## config.mk

```make
export PLATFORM = sky130hd
export DESIGN_NAME = step_rx_meter
export DESIGN_NICKNAME = d
export VERILOG_FILES = /design/src/rtl/step_pkg.sv /design/src/rtl/step_sync_edge.sv /design/src/rtl/step_rx_meter.sv
export SDC_FILE = /design/constraint.sdc
export NUM_CORES = 1
export LEC_CHECK = 0
export ABC_CLOCK_PERIOD_IN_PS = 7700
export CAP_MARGIN = 0
export CORE_UTILIZATION = 55
export DETAILED_ROUTE_END_ITERATION = 12
export GPL_ROUTABILITY_DRIVEN = 0
export PLACE_DENSITY = 0.79
export SLEW_MARGIN = 20
export SYNTH_ARGS = -nofsm -noshare
export SYNTH_HDL_FRONTEND = slang
export SYNTH_SLANG_ARGS = --single-unit
```

## constraint.sdc

```tcl
create_clock -name clk -period 7.7 [get_ports clk]
set_input_delay 1.54 -clock clk [delete_from_list [all_inputs] [get_ports clk]]
set_output_delay 1.54 -clock clk [all_outputs]
set_load 0.02 [all_outputs]
```

## src/rtl/step_pkg.sv

```systemverilog
// rtl/step_pkg.sv - shared state encoding and default constants for the step receive meter
package step_pkg;

    typedef enum logic [1:0] {
        IDLE    = 2'd0,
        ARM     = 2'd1,
        MEASURE = 2'd2,
        STALL   = 2'd3
    } step_state_e;

    localparam int STEP_SIZE_DEF     = 16;
    localparam int STEP_POS_W_DEF    = 32;
    localparam int STEP_TIMEOUT_DEF  = 100000;
    localparam int STEP_FILT_LEN_DEF = 3;

endpackage

```

## src/rtl/step_sync_edge.sv

```systemverilog
// rtl/step_sync_edge.sv - step/dir synchronizer, optional glitch filter (STEP_GLITCH_FILTER_EN) and edge detector
module step_sync_edge
    import step_pkg::*;
#(
    parameter int FILT_LEN = STEP_FILT_LEN_DEF
) (
    input  logic clk,
    input  logic rst,
    input  logic step_in,
    input  logic dir_in,
    output logic edge_stb,
    output logic dir_sync
);

`ifdef STEP_GLITCH_FILTER_EN
    localparam bit FILT_ON = 1'b1;
`else
    localparam bit FILT_ON = 1'b0;
`endif

    // Without the filter a run length of one cycle is a plain rising-edge detector.
    localparam int RUN_LEN = FILT_ON ? FILT_LEN : 1;
    localparam int CNT_W   = $clog2(RUN_LEN + 1);
    localparam logic [CNT_W-1:0] RUN_LAST = CNT_W'(RUN_LEN - 1);
    localparam logic [CNT_W-1:0] RUN_MAX  = CNT_W'(RUN_LEN);

    logic [1:0]       step_ff;
    logic [1:0]       dir_ff;
    logic [CNT_W-1:0] high_cnt;

    // two-stage synchronizer for the asynchronous step and direction lines
    always_ff @(posedge clk or negedge rst) begin
        if (!rst) begin
            step_ff <= 2'b00;
            dir_ff  <= 2'b00;
        end else begin
            step_ff <= {step_ff[0], step_in};
            dir_ff  <= {dir_ff[0], dir_in};
        end
    end

    // count the synchronized high run; fire once when it reaches RUN_LEN cycles
    always_ff @(posedge clk or negedge rst) begin
        if (!rst) begin
            high_cnt <= '0;
            edge_stb <= 1'b0;
            dir_sync <= 1'b0;
        end else begin
            edge_stb <= step_ff[1] && (high_cnt == RUN_LAST);
            dir_sync <= dir_ff[1];
            if (!step_ff[1]) begin
                high_cnt <= '0;
            end else if (high_cnt != RUN_MAX) begin
                high_cnt <= high_cnt + CNT_W'(1);
            end
        end
    end

endmodule

```

## src/rtl/step_rx_meter.sv

```systemverilog
// rtl/step_rx_meter.sv - step pulse interval meter with position counter and stall detect (STEP_GLITCH_FILTER_EN adds input filter)
module step_rx_meter
    import step_pkg::*;
#(
    parameter int SIZE     = STEP_SIZE_DEF,
    parameter int POS_W    = STEP_POS_W_DEF,
    parameter int TIMEOUT  = STEP_TIMEOUT_DEF,
    parameter int FILT_LEN = STEP_FILT_LEN_DEF
) (
    input  logic             clk,
    input  logic             rst,
    input  logic             step_in,
    input  logic             dir_in,
    input  logic             enable,
    input  logic             pos_clr,
    output logic [SIZE:0]    period,
    output logic             period_valid,
    output logic [POS_W-1:0] position,
    output logic             stall
);

    localparam int CW = SIZE + 1;
    localparam logic [CW-1:0] ONE       = CW'(1);
    localparam logic [CW-1:0] CNT_MAX   = '1;
    localparam logic [CW-1:0] TIMEOUT_C = CW'(TIMEOUT);

    step_state_e   state;
    logic [CW-1:0] ivl_cnt;
    logic          step_edge;
    logic          step_dir;

    step_sync_edge #(
        .FILT_LEN (FILT_LEN)
    ) u_sync_edge (
        .clk      (clk),
        .rst      (rst),
        .step_in  (step_in),
        .dir_in   (dir_in),
        .edge_stb (step_edge),
        .dir_sync (step_dir)
    );

    // measurement FSM: arm on first edge, time edge-to-edge intervals, flag stalls
    always_ff @(posedge clk or negedge rst) begin
        if (!rst) begin
            state        <= IDLE;
            ivl_cnt      <= '0;
            period       <= '0;
            period_valid <= 1'b0;
            stall        <= 1'b0;
        end else begin
            period_valid <= 1'b0;
            if (!enable) begin
                state   <= IDLE;
                ivl_cnt <= '0;
                stall   <= 1'b0;
            end else begin
                case (state)
                    IDLE: begin
                        ivl_cnt <= '0;
                        state   <= ARM;
                    end
                    ARM: begin
                        if (step_edge) begin
                            state   <= MEASURE;
                            ivl_cnt <= ONE;
                        end
                    end
                    MEASURE: begin
                        // an edge landing on the timeout cycle still closes the interval
                        if (step_edge) begin
                            period       <= ivl_cnt;
                            period_valid <= 1'b1;
                            ivl_cnt      <= ONE;
                        end else if (ivl_cnt == TIMEOUT_C) begin
                            state <= STALL;
                            stall <= 1'b1;
                        end else if (ivl_cnt != CNT_MAX) begin
                            ivl_cnt <= ivl_cnt + ONE;
                        end
                    end
                    STALL: begin
                        if (step_edge) begin
                            state   <= MEASURE;
                            ivl_cnt <= ONE;
                            stall   <= 1'b0;
                        end
                    end
                endcase
            end
        end
    end

    // signed step position; clear wins over a coincident edge
    always_ff @(posedge clk or negedge rst) begin
        if (!rst) begin
            position <= '0;
        end else if (pos_clr) begin
            position <= '0;
        end else if (enable && (state != IDLE) && step_edge) begin
            position <= step_dir ? position + POS_W'(1) : position - POS_W'(1);
        end
    end

endmodule
```

==> impl_metrics.json <==
{
  "pre_cts_slack_ps": 3940,
  "via_count": 4355,
  "total_power_mw": 0.861,
  "yosysSeqAreaShare_pct": 38.4,
  "die_x_um": 97.5,
  "async_flop_share_pct": 100,
  "nets": 658,
  "regArea_mm2": 0.00193,
  "hold_path.class": "reg -> reg",
  "end_kind": "register",
  "peakVddDrop_uv": 81.4,
  "setup-tns-final_ps": 0,
  "nFillCells": 727,
  "path_class": "reg -> reg",
  "grt_pass1_wl_mm": 19.7,
  "syn_area_per_cell_um2": 8.81,
  "yosys.area.top_type_share_pct": 38.4,
  "p_leak_nw": 2.73,
  "ys.flop_type": "dfrtp_1",
  "clockRootBuffer": "clkbuf_8",
  "cpPeakStageDelay_ps": 480,
  "cts.clk_slew.worst_paths_ps": 90,
  "critPathArrivalTime_ps": 3930,
  "grt_overflow": 0,
  "drt_iter0_drc": 269,
  "skew_ps": 20.8,
  "cts-resized-gates": 0,
  "drive_gt1_share_pct": 5.78,
  "finalHoldViolations": 0,
  "n_antenna_cell": 0,
  "syn-num-nets": 610,
  "post_cts_buffers": 0,
  "maxCapViolCount": 0,
  "grt_start_max_net_pins": 78,
  "grt_usage_pct": 25.4,
  "tightest_slew_ps": 1020,
  "yosys.area.top_type": "dfrtp_1",
  "finalInstanceArea_mm2": 0.00582,
  "period_needed_ps": 3680,
  "yosysMostFrequentCell": "nand2_1",
  "die_area_mm2": 0.00952,
  "finalWirelength_mm": 11.5,
  "cts_tree": "built",
  "cts.htree.levels": 3,
  "wl_per_cell_um": 15.8,
  "die_h_um": 97.5,
  "drc_errors": 0,
  "power_density_mw_per_mm2": 148,
  "relSlewSlack_pct": 31.9,
  "yosys-top-cells-area": "dfrtp_1 (38%), ha_1 (8.2%), nand2_1 (7.8%)",
  "synthToLayoutAreaGrowth_pct": 15.8,
  "dpl_cell_area_mm2": 0.00559,
  "fmax_mhz": 272,
  "path_buf_inv": 2,
  "status": "finished, final reports clean",
  "synth_edf_count": 0,
  "synth_cells": 570,
  "setup.worst_path.start_class": "register",
  "period_share_pct": 47.8,
  "hpwl_mm": 7.97,
  "synthTopCellsByCount": "nand2_1 (104), dfrtp_1 (77), a21oi_1 (52)",
  "cts_hold_buf": 0,
  "cp.depth": 11,
  "num_rows": 34,
  "cp_max_fo": 17,
  "insertion_delay_ps": 370,
  "cp.required_ps": 7940,
  "final_util_pct": 66.4,
  "pin_count": 57,
  "yosysWarningCount": 0,
  "ys_ff_latch": 77,
  "antenna_found_initial": 0,
  "fin_ws_ps": 4020,
  "rsz0062_at_grt": "no",
  "synth_area_mm2": 0.00502,
  "ctsLongestPathBuffers": 2,
  "cpLargestDelayFamily": "compound AO/OA/AOI/OAI gates",
  "cts_buffers": 9,
  "fp.coreArea_mm2": 0.00876,
  "port_buffers": 56,
  "reg2reg_depth": 11,
  "cp_common_cell": "o21ai_1",
  "cp_cell_sequence": "inv_1 > buf_4 > ha_1 > a211oi_1 > o211a_1 > o21ai_1 > a2111oi_2 > o21ai_1 > and3_1 > o21ai_1 > mux2_1",
  "ant_nets": 0,
  "ys_types": 65,
  "multi_input_area_mm2": 0.00289,
  "min_path_cells": 0,
  "slew_viol_final": 0,
  "setup_viol": 0,
  "cts_num_sinks": 77,
  "drt_first_pass_iters": 4,
  "detail_route.vias_per_cell": 5.96,
  "initial_utilization_pct": 57.3,
  "grt_pass1_vias": 4112,
  "crit_slowest_cell": "a2111oi_2"
}
-- worst reg2reg max path, cell delays in order (launching register included) --
cell       delay (ps)
dfrtp_1           400
inv_1             430
buf_4             360
ha_1              290
a211oi_1          310
o211a_1           280
o21ai_1           180
a2111oi_2         480
o21ai_1           170
and3_1            190
o21ai_1           150
mux2_1            350
-- through the flow --
stage | hold WS (ps) | std cells
5_1_grt | 365 | 731
4_1_cts | 359 | 730
2_1_floorplan | 331 | 570
6_report | 354 | 731
3_3_place_gp | 332 | 714
3_5_place_dp | 336 | 714
-- registers in the layout, indices dropped and copies added, names as in the netlist --
register and cells:
u_sync_edge.dir_ff 2, state 2, period_valid 1, u_sync_edge.high_cnt 1, ivl_cnt 17, stall 1
position 32, u_sync_edge.edge_stb 1, period 17, u_sync_edge.step_ff 2, u_sync_edge.dir_sync 1
-- logic make-up after synthesis --
| family | Yosys count | synth area share [%] |
|---|---|---|
| mux | 1 | 0.224 |
| fa+ha+maj | 34 | 8.62 |
| flops | 77 | 38.4 |
| xor+xnor | 31 | 5.41 |
| simple gates | 224 | 21.7 |
| compound gates | 166 | 21.5 |
| buf+inv | 37 | 4.14 |
-- report_power, final --
part / leakage (nW) / switching [mW] / internal [mW]
clock network: 0.0990 / 0.187 / 0.129
logic: 1.58 / 0.0759 / 0.0481
registers: 1.05 / 0.00900 / 0.412
-- cell type report --
class	count	share of cell area (%)
Timing Repair Buffer	62	10.7
Clock buffer	9	2.13
Sequential cell	77	33.1
Inverter	12	0.775
Multi-Input combinational cell	456	49.6
Tap cell	108	2.32
Clock inverter	7	1.29
-- final timing paths --
kind,start,end,slack [ps]
max,u_sync_edge.dir_sync,position[31],4020
min,u_sync_edge.dir_ff[0],u_sync_edge.dir_ff[1],350
max reg2reg,u_sync_edge.dir_sync,position[31],4020
min reg2reg,u_sync_edge.dir_ff[0],u_sync_edge.dir_ff[1],350
max in group asynchronous,rst,u_sync_edge.dir_ff[0],6020
min in group asynchronous,rst,period[9],1090
-- routing by layer --
layer | wire (um) | vias up | share of wire [%] | track usage, %
li1 | - | 2149 | - | -
met1 | 5650 | 2077 | 49 | 36.6
met2 | 5220 | 114 | 45 | 39.3
met3 | 501 | 15 | 4.3 | 3.74
met4 | 163 | 0 | 1.4 | 8.60
met5 | 0 | - | 0 | 0
-- placed cells by master (no fill, tap or decap), types with 8 or more instances in the layout --
master | Yosys | final
nor2_1 | 40 | 40
o21ai_0 | 30 | 30
clkbuf_8 | 4 | 9
dfrtp_1 | 77 | 77
nand3_1 | 17 | 17
a21o_1 | 26 | 26
ha_1 | 33 | 33
xnor2_1 | 19 | 19
clkdlybuf4s50_1 | 0 | 55
a21oi_1 | 52 | 52
inv_1 | 12 | 12
and3_1 | 8 | 8
nand2_1 | 104 | 104
xor2_1 | 12 | 12
(Power assumes the default switching activity.)
